===== src/rtl/hier_path_pkg.sv =====
// Shared definitions for the hierarchy-path decoder.
// Holds the default geometry of the instance tree, the decoder state encoding
// and the packed path type at default geometry.
package hier_path_pkg;

  localparam int unsigned LEVELS_DEF  = 10;
  localparam int unsigned FANOUT_DEF  = 5;
  localparam int unsigned DIGIT_W_DEF = 3;

  typedef enum logic [1:0] {
    COLLECT = 2'd0,
    DISCARD = 2'd1,
    HOLD    = 2'd2
  } state_t;

  typedef logic [LEVELS_DEF*DIGIT_W_DEF-1:0] path_t;

endpackage


===== src/rtl/hier_path_decoder.sv =====
// Reassembles per-level selector digits (root level first) into a packed
// hierarchy path and flags illegal digits or over-deep paths.
//
// Ports:
//   clk, rst_n          clock, asynchronous active-low reset
//   s_valid/s_ready     digit beat handshake
//   s_data              selector digit for the current level
//   s_last              final digit of the path
//   m_valid/m_ready     decoded path handshake
//   m_path              level i at bits [i*DIGIT_W +: DIGIT_W], unused levels 0
//   m_depth             digits received (1..LEVELS), LEVELS on overflow
//   m_error             illegal digit seen or path deeper than LEVELS
module hier_path_decoder
  import hier_path_pkg::*;
#(
  parameter int unsigned LEVELS  = LEVELS_DEF,
  parameter int unsigned FANOUT  = FANOUT_DEF,
  parameter int unsigned DIGIT_W = DIGIT_W_DEF,
  parameter int unsigned DEPTH_W = $clog2(LEVELS + 1)
) (
  input  logic                        clk,
  input  logic                        rst_n,
  input  logic                        s_valid,
  output logic                        s_ready,
  input  logic [DIGIT_W-1:0]          s_data,
  input  logic                        s_last,
  output logic                        m_valid,
  input  logic                        m_ready,
  output logic [LEVELS*DIGIT_W-1:0]   m_path,
  output logic [DEPTH_W-1:0]          m_depth,
  output logic                        m_error
);

  localparam int unsigned PATH_W = LEVELS * DIGIT_W;

  state_t              state_q, state_d;
  logic [PATH_W-1:0]   path_q,  path_d;
  logic [DEPTH_W-1:0]  cnt_q,   cnt_d;
  logic                err_q,   err_d;
  logic                digit_bad;

  // Widened compare so FANOUT == 2**DIGIT_W does not wrap to zero.
  assign digit_bad = ({1'b0, s_data} >= (DIGIT_W+1)'(FANOUT));

  // State and datapath registers.
  always_ff @(posedge clk or negedge rst_n) begin
    if (!rst_n) begin
      state_q <= COLLECT;
      path_q  <= '0;
      cnt_q   <= '0;
      err_q   <= 1'b0;
    end else begin
      state_q <= state_d;
      path_q  <= path_d;
      cnt_q   <= cnt_d;
      err_q   <= err_d;
    end
  end

  // Next-state and datapath update.
  always_comb begin
    state_d = state_q;
    path_d  = path_q;
    cnt_d   = cnt_q;
    err_d   = err_q;
    unique case (state_q)
      COLLECT: begin
        if (s_valid) begin
          // cnt_q is always < LEVELS here, so exactly one slot matches.
          for (int i = 0; i < int'(LEVELS); i++) begin
            if (cnt_q == DEPTH_W'(i)) begin
              path_d[i*DIGIT_W +: DIGIT_W] = s_data;
            end
          end
          cnt_d = cnt_q + DEPTH_W'(1);
          if (digit_bad) begin
            err_d = 1'b1;
          end
          if (s_last) begin
            state_d = HOLD;
          end else if (cnt_q == DEPTH_W'(LEVELS - 1)) begin
            err_d   = 1'b1;
            state_d = DISCARD;
          end
        end
      end
      DISCARD: begin
        if (s_valid && s_last) begin
          state_d = HOLD;
        end
      end
      HOLD: begin
        if (m_ready) begin
          state_d = COLLECT;
          path_d  = '0;
          cnt_d   = '0;
          err_d   = 1'b0;
        end
      end
      default: begin
        state_d = COLLECT;
      end
    endcase
  end

  // Outputs come straight from registers or the decoded state.
  assign s_ready = (state_q != HOLD);
  assign m_valid = (state_q == HOLD);
  assign m_path  = path_q;
  assign m_depth = cnt_q;
  assign m_error = err_q;

endmodule


===== config.mk =====
export PLATFORM = sky130hd
export DESIGN_NAME = hier_path_decoder
export DESIGN_NICKNAME = d
export VERILOG_FILES = /design/src/rtl/hier_path_pkg.sv /design/src/rtl/hier_path_decoder.sv
export SDC_FILE = /design/constraint.sdc
export NUM_CORES = 1
export LEC_CHECK = 0
export CAP_MARGIN = 25
export CORE_MARGIN = 2
export CORE_UTILIZATION = 26
export DETAILED_ROUTE_END_ITERATION = 10
export HOLD_SLACK_MARGIN = 0.02
export MAX_ROUTING_LAYER = met4
export PLACE_DENSITY = 0.55
export SYNTH_ARGS = -nofsm -noshare
export SYNTH_HDL_FRONTEND = slang
export SYNTH_SLANG_ARGS = --single-unit

===== constraint.sdc =====
create_clock -name clk -period 2.7 [get_ports clk]
set_input_delay 0.54 -clock clk [delete_from_list [all_inputs] [get_ports clk]]
set_output_delay 0.54 -clock clk [all_outputs]
set_load 0.01 [all_outputs]

==> impl_metrics.env <==
export IMPL_required_ns=2.16
export IMPL_drtAntennaViolNets=0
export IMPL_r2r_slack_ns=0.88
export IMPL_crit_path_max_fanout=11
export IMPL_nets=205
export IMPL_finalHoldViolations=0
export IMPL_hp_class="register to register"
export IMPL_diodes=0
export IMPL_hpwl_um=2980
export IMPL_syn_inst=146
export IMPL_power_share_switching_pct=33.3
export IMPL_maxSlewViolCount=0
export IMPL_start_util_pct=27.2
export IMPL_crit_family="flip-flops"
export IMPL_ys_seq_elements=37
export IMPL_skew_ns=0.00486
export IMPL_drt_iter0_drc=38
export IMPL_whs_path_depth=1
export IMPL_ir_drop_mv=0.256
export IMPL_yosysUniqueCellTypes=30
export IMPL_gr_max_usage_layer="met2"
export IMPL_postCtsSetupBuffers=0
export IMPL_vias_per_cell=4.93
export IMPL_finalPower_mw=1.98
export IMPL_syn_area_per_cell_um2=11.9
export IMPL_numCtsBuffers=5
export IMPL_port_buffers=44
export IMPL_fin_tns_setup_ns=0
export IMPL_dpl_worst_slack_ns=0.532
export IMPL_start_kind="register"
export IMPL_worst_pin_slew_ns=0.479
export IMPL_wl_per_cell_um=16.0
export IMPL_yosysSeqAreaShare_pct=53.1
export IMPL_slowest_delay_ns=0.61
export IMPL_vias=1331
export IMPL_grtUsageMet1_pct=17.5
export IMPL_hold_buffers=0
export IMPL_drive_gt1_share_pct=10.9
export IMPL_p_comb_share_pct=38.7
export IMPL_internal_power_mw=1.32
export IMPL_gp_congestion=0.781
export IMPL_grt_first_pass_wirelength_um=7170
export IMPL_io_pins=45
export IMPL_slew_headroom_pct=68.1
export IMPL_setup_worst_path_end_class="primary output"
export IMPL_status="finished clean"
export IMPL_path_cells="nor2b_1 > clkdlybuf4s50_1"
export IMPL_rows=29
export IMPL_core_area_um2=6420
export IMPL_hp_start="m_path[27]"
export IMPL_grt_pass1_vias=1386
export IMPL_fin_crit_ns=2.22
export IMPL_rsz0062_at_grt="false"
export IMPL_drt_pass1_iterations=3
export IMPL_routed_wl_um=4330
export IMPL_groute_layer_met2_usage_pct=18.8
export IMPL_worstSetupPathType="register to primary output"
export IMPL_crit_arrival_ns=1.68
export IMPL_insertion_delay_ns=0.29
export IMPL_critical_path_buf_inv_count=1
export IMPL_grt_max_degree=38
export IMPL_cts_sinks=37
export IMPL_critPathSlowestCell="dfrtp_1"
export IMPL_synth_fp_nets=158
export IMPL_cts_resized=0
export IMPL_power_leakage_nw=0.995
export IMPL_reg2reg_to="m_path[4]"
export IMPL_die_x_um=85.9
export IMPL_drc=0
export IMPL_syn_to_final_growth_pct=34.5
export IMPL_synth_warnings=0
export IMPL_seq_power_share_pct=41.8
export IMPL_max_freq_mhz=451
export IMPL_design_area_um2=2350
export IMPL_cts_clk_slew_worst_paths_ns=0.07
export IMPL_dieArea_um2=7380
export IMPL_clkPwrFrac_pct=19.6
export IMPL_rr_worst_depth=5
export IMPL_fin_crit_sh_pct=82.1
export IMPL_grtUsageMet3_pct=3.46
export IMPL_synth_area_um2=1740
export IMPL_cap_violations=0
export IMPL_grt_antenna_before_repair=0
export IMPL_r2r_start="m_depth[1]"
export IMPL_cts_root_buffer="clkbuf_8"
export IMPL_die_h_um=85.9
export IMPL_hold_path_end="m_path[27]"
export IMPL_cts_buffer_depth=2
export IMPL_setup_violations_final=0
export IMPL_grtUsageTotal_pct=13.2
export IMPL_placed_area_um2=2260
export IMPL_filler_cell_count=638
export IMPL_powerDensity_nw_per_um2=843
export IMPL_switchingPower_uw=658
export IMPL_tritoncts="yes"
export IMPL_worst_slack_ns=0.482
export IMPL_h_tree_depth=2
export IMPL_grt_overflow=0
==> how the worst max path moves through the flow <==
stage,from,endpoint,slack (ns),cells after the start
final,state_q[1],m_valid,0.48,2
after global routing,state_q[1],s_ready,0.37,3
after CTS,state_q[1],m_valid,0.47,2
after detailed placement,s_valid,m_path[12],0.53,5
after global placement,s_valid,m_path[11],0.56,5
after floorplan,m_depth[1],m_path[3],1.01,5
==> sequential cells by signal (all words and copies together), names as in the netlist <==
register  flops
m_error       1
m_depth       4
m_path       30
state_q       2
==> cells in the final DEF (no fill, tap or decap), types with 2 or more instances in the layout <==
master            n
clkdlybuf4s50_1  44
dfrtp_1          37
o2bb2ai_1        22
inv_1            19
o22ai_1          13
a211o_1           6
clkbuf_8          6
nand3b_1          5
a211oi_2          4
ha_1              4
nand3_2           3
or3b_1            3
mux2i_1           3
buf_4             3
nor2b_1           2
nor2_1            2
o21ai_0           2
nand2_1           2
==> cell usage after synthesis, drive strengths merged <==
master | count | area share, %
nand3b | 6 | 3.3
a22oi | 1 | 0.43
nand4 | 1 | 0.36
a21o | 1 | 0.43
nor2b | 2 | 0.72
o2bb2ai | 22 | 11
nand2 | 2 | 0.43
o21bai | 1 | 0.43
o211a | 1 | 0.57
a21oi | 1 | 0.29
or3b | 4 | 2.2
a221oi | 1 | 0.50
o21ai | 2 | 0.57
mux2i | 4 | 2.5
dfrtp | 37 | 53
ha | 4 | 2.9
a211o | 6 | 3.0
buf | 7 | 2.5
nor2 | 3 | 1.1
o22ai | 13 | 4.7
a211oi | 4 | 2.9
or2 | 1 | 0.36
inv | 19 | 4.1
nand3 | 3 | 1.7
==> power groups by stage <==
stage                     sequential (mW)  combinational, mW  clock, mW
after CTS                           0.827              0.776      0.400
after detailed placement            0.837              0.771          0
after floorplan                     0.858              0.355          0
final                               0.826              0.765      0.387
after global placement              0.838              0.763          0
after global routing                0.851              0.834      0.429
==> logic make-up (layout without fill, tap and decap cells) <==
logic type | count (synthesis) | after routing | synth area share, %
AOI/OAI and AO/OA | 53 | 53 | 24.8
buffers and inverters | 26 | 73 | 6.60
adders and majority gates | 4 | 4 | 2.87
DFF | 37 | 37 | 53.1
and+or+nand+nor | 22 | 22 | 10.1
muxes | 4 | 4 | 2.51
==> stage by stage <==
step / instances / util [%] / hold slack (ns)
5_1_grt: 270 / 36.5 / 0.521
6_report: 270 / 36.5 / 0.496
4_1_cts: 270 / 36.5 / 0.501
3_3_place_gp: 263 / 35.2 / 0.483
2_1_floorplan: 146 / - / 0.244
3_5_place_dp: 263 / 35.2 / 0.476
==> routing by layer <==
metal	up-vias	part of all wire, %
li1	642	-
met1	648	50
met2	35	44
met3	6	4.4
met4	0	1.7
met5	-	0
==> area by class of cell <==
cell class,instances,area [um^2],area share (%)
Tap cell,77,96.3,4.11
Inverter,19,71.3,3.04
Clock buffer,7,86.3,3.68
Multi-Input combinational cell,83,703,30.0
Timing Repair Buffer,47,463,19.7
Sequential cell,37,926,39.5
Power figures use the tool's default switching activity.
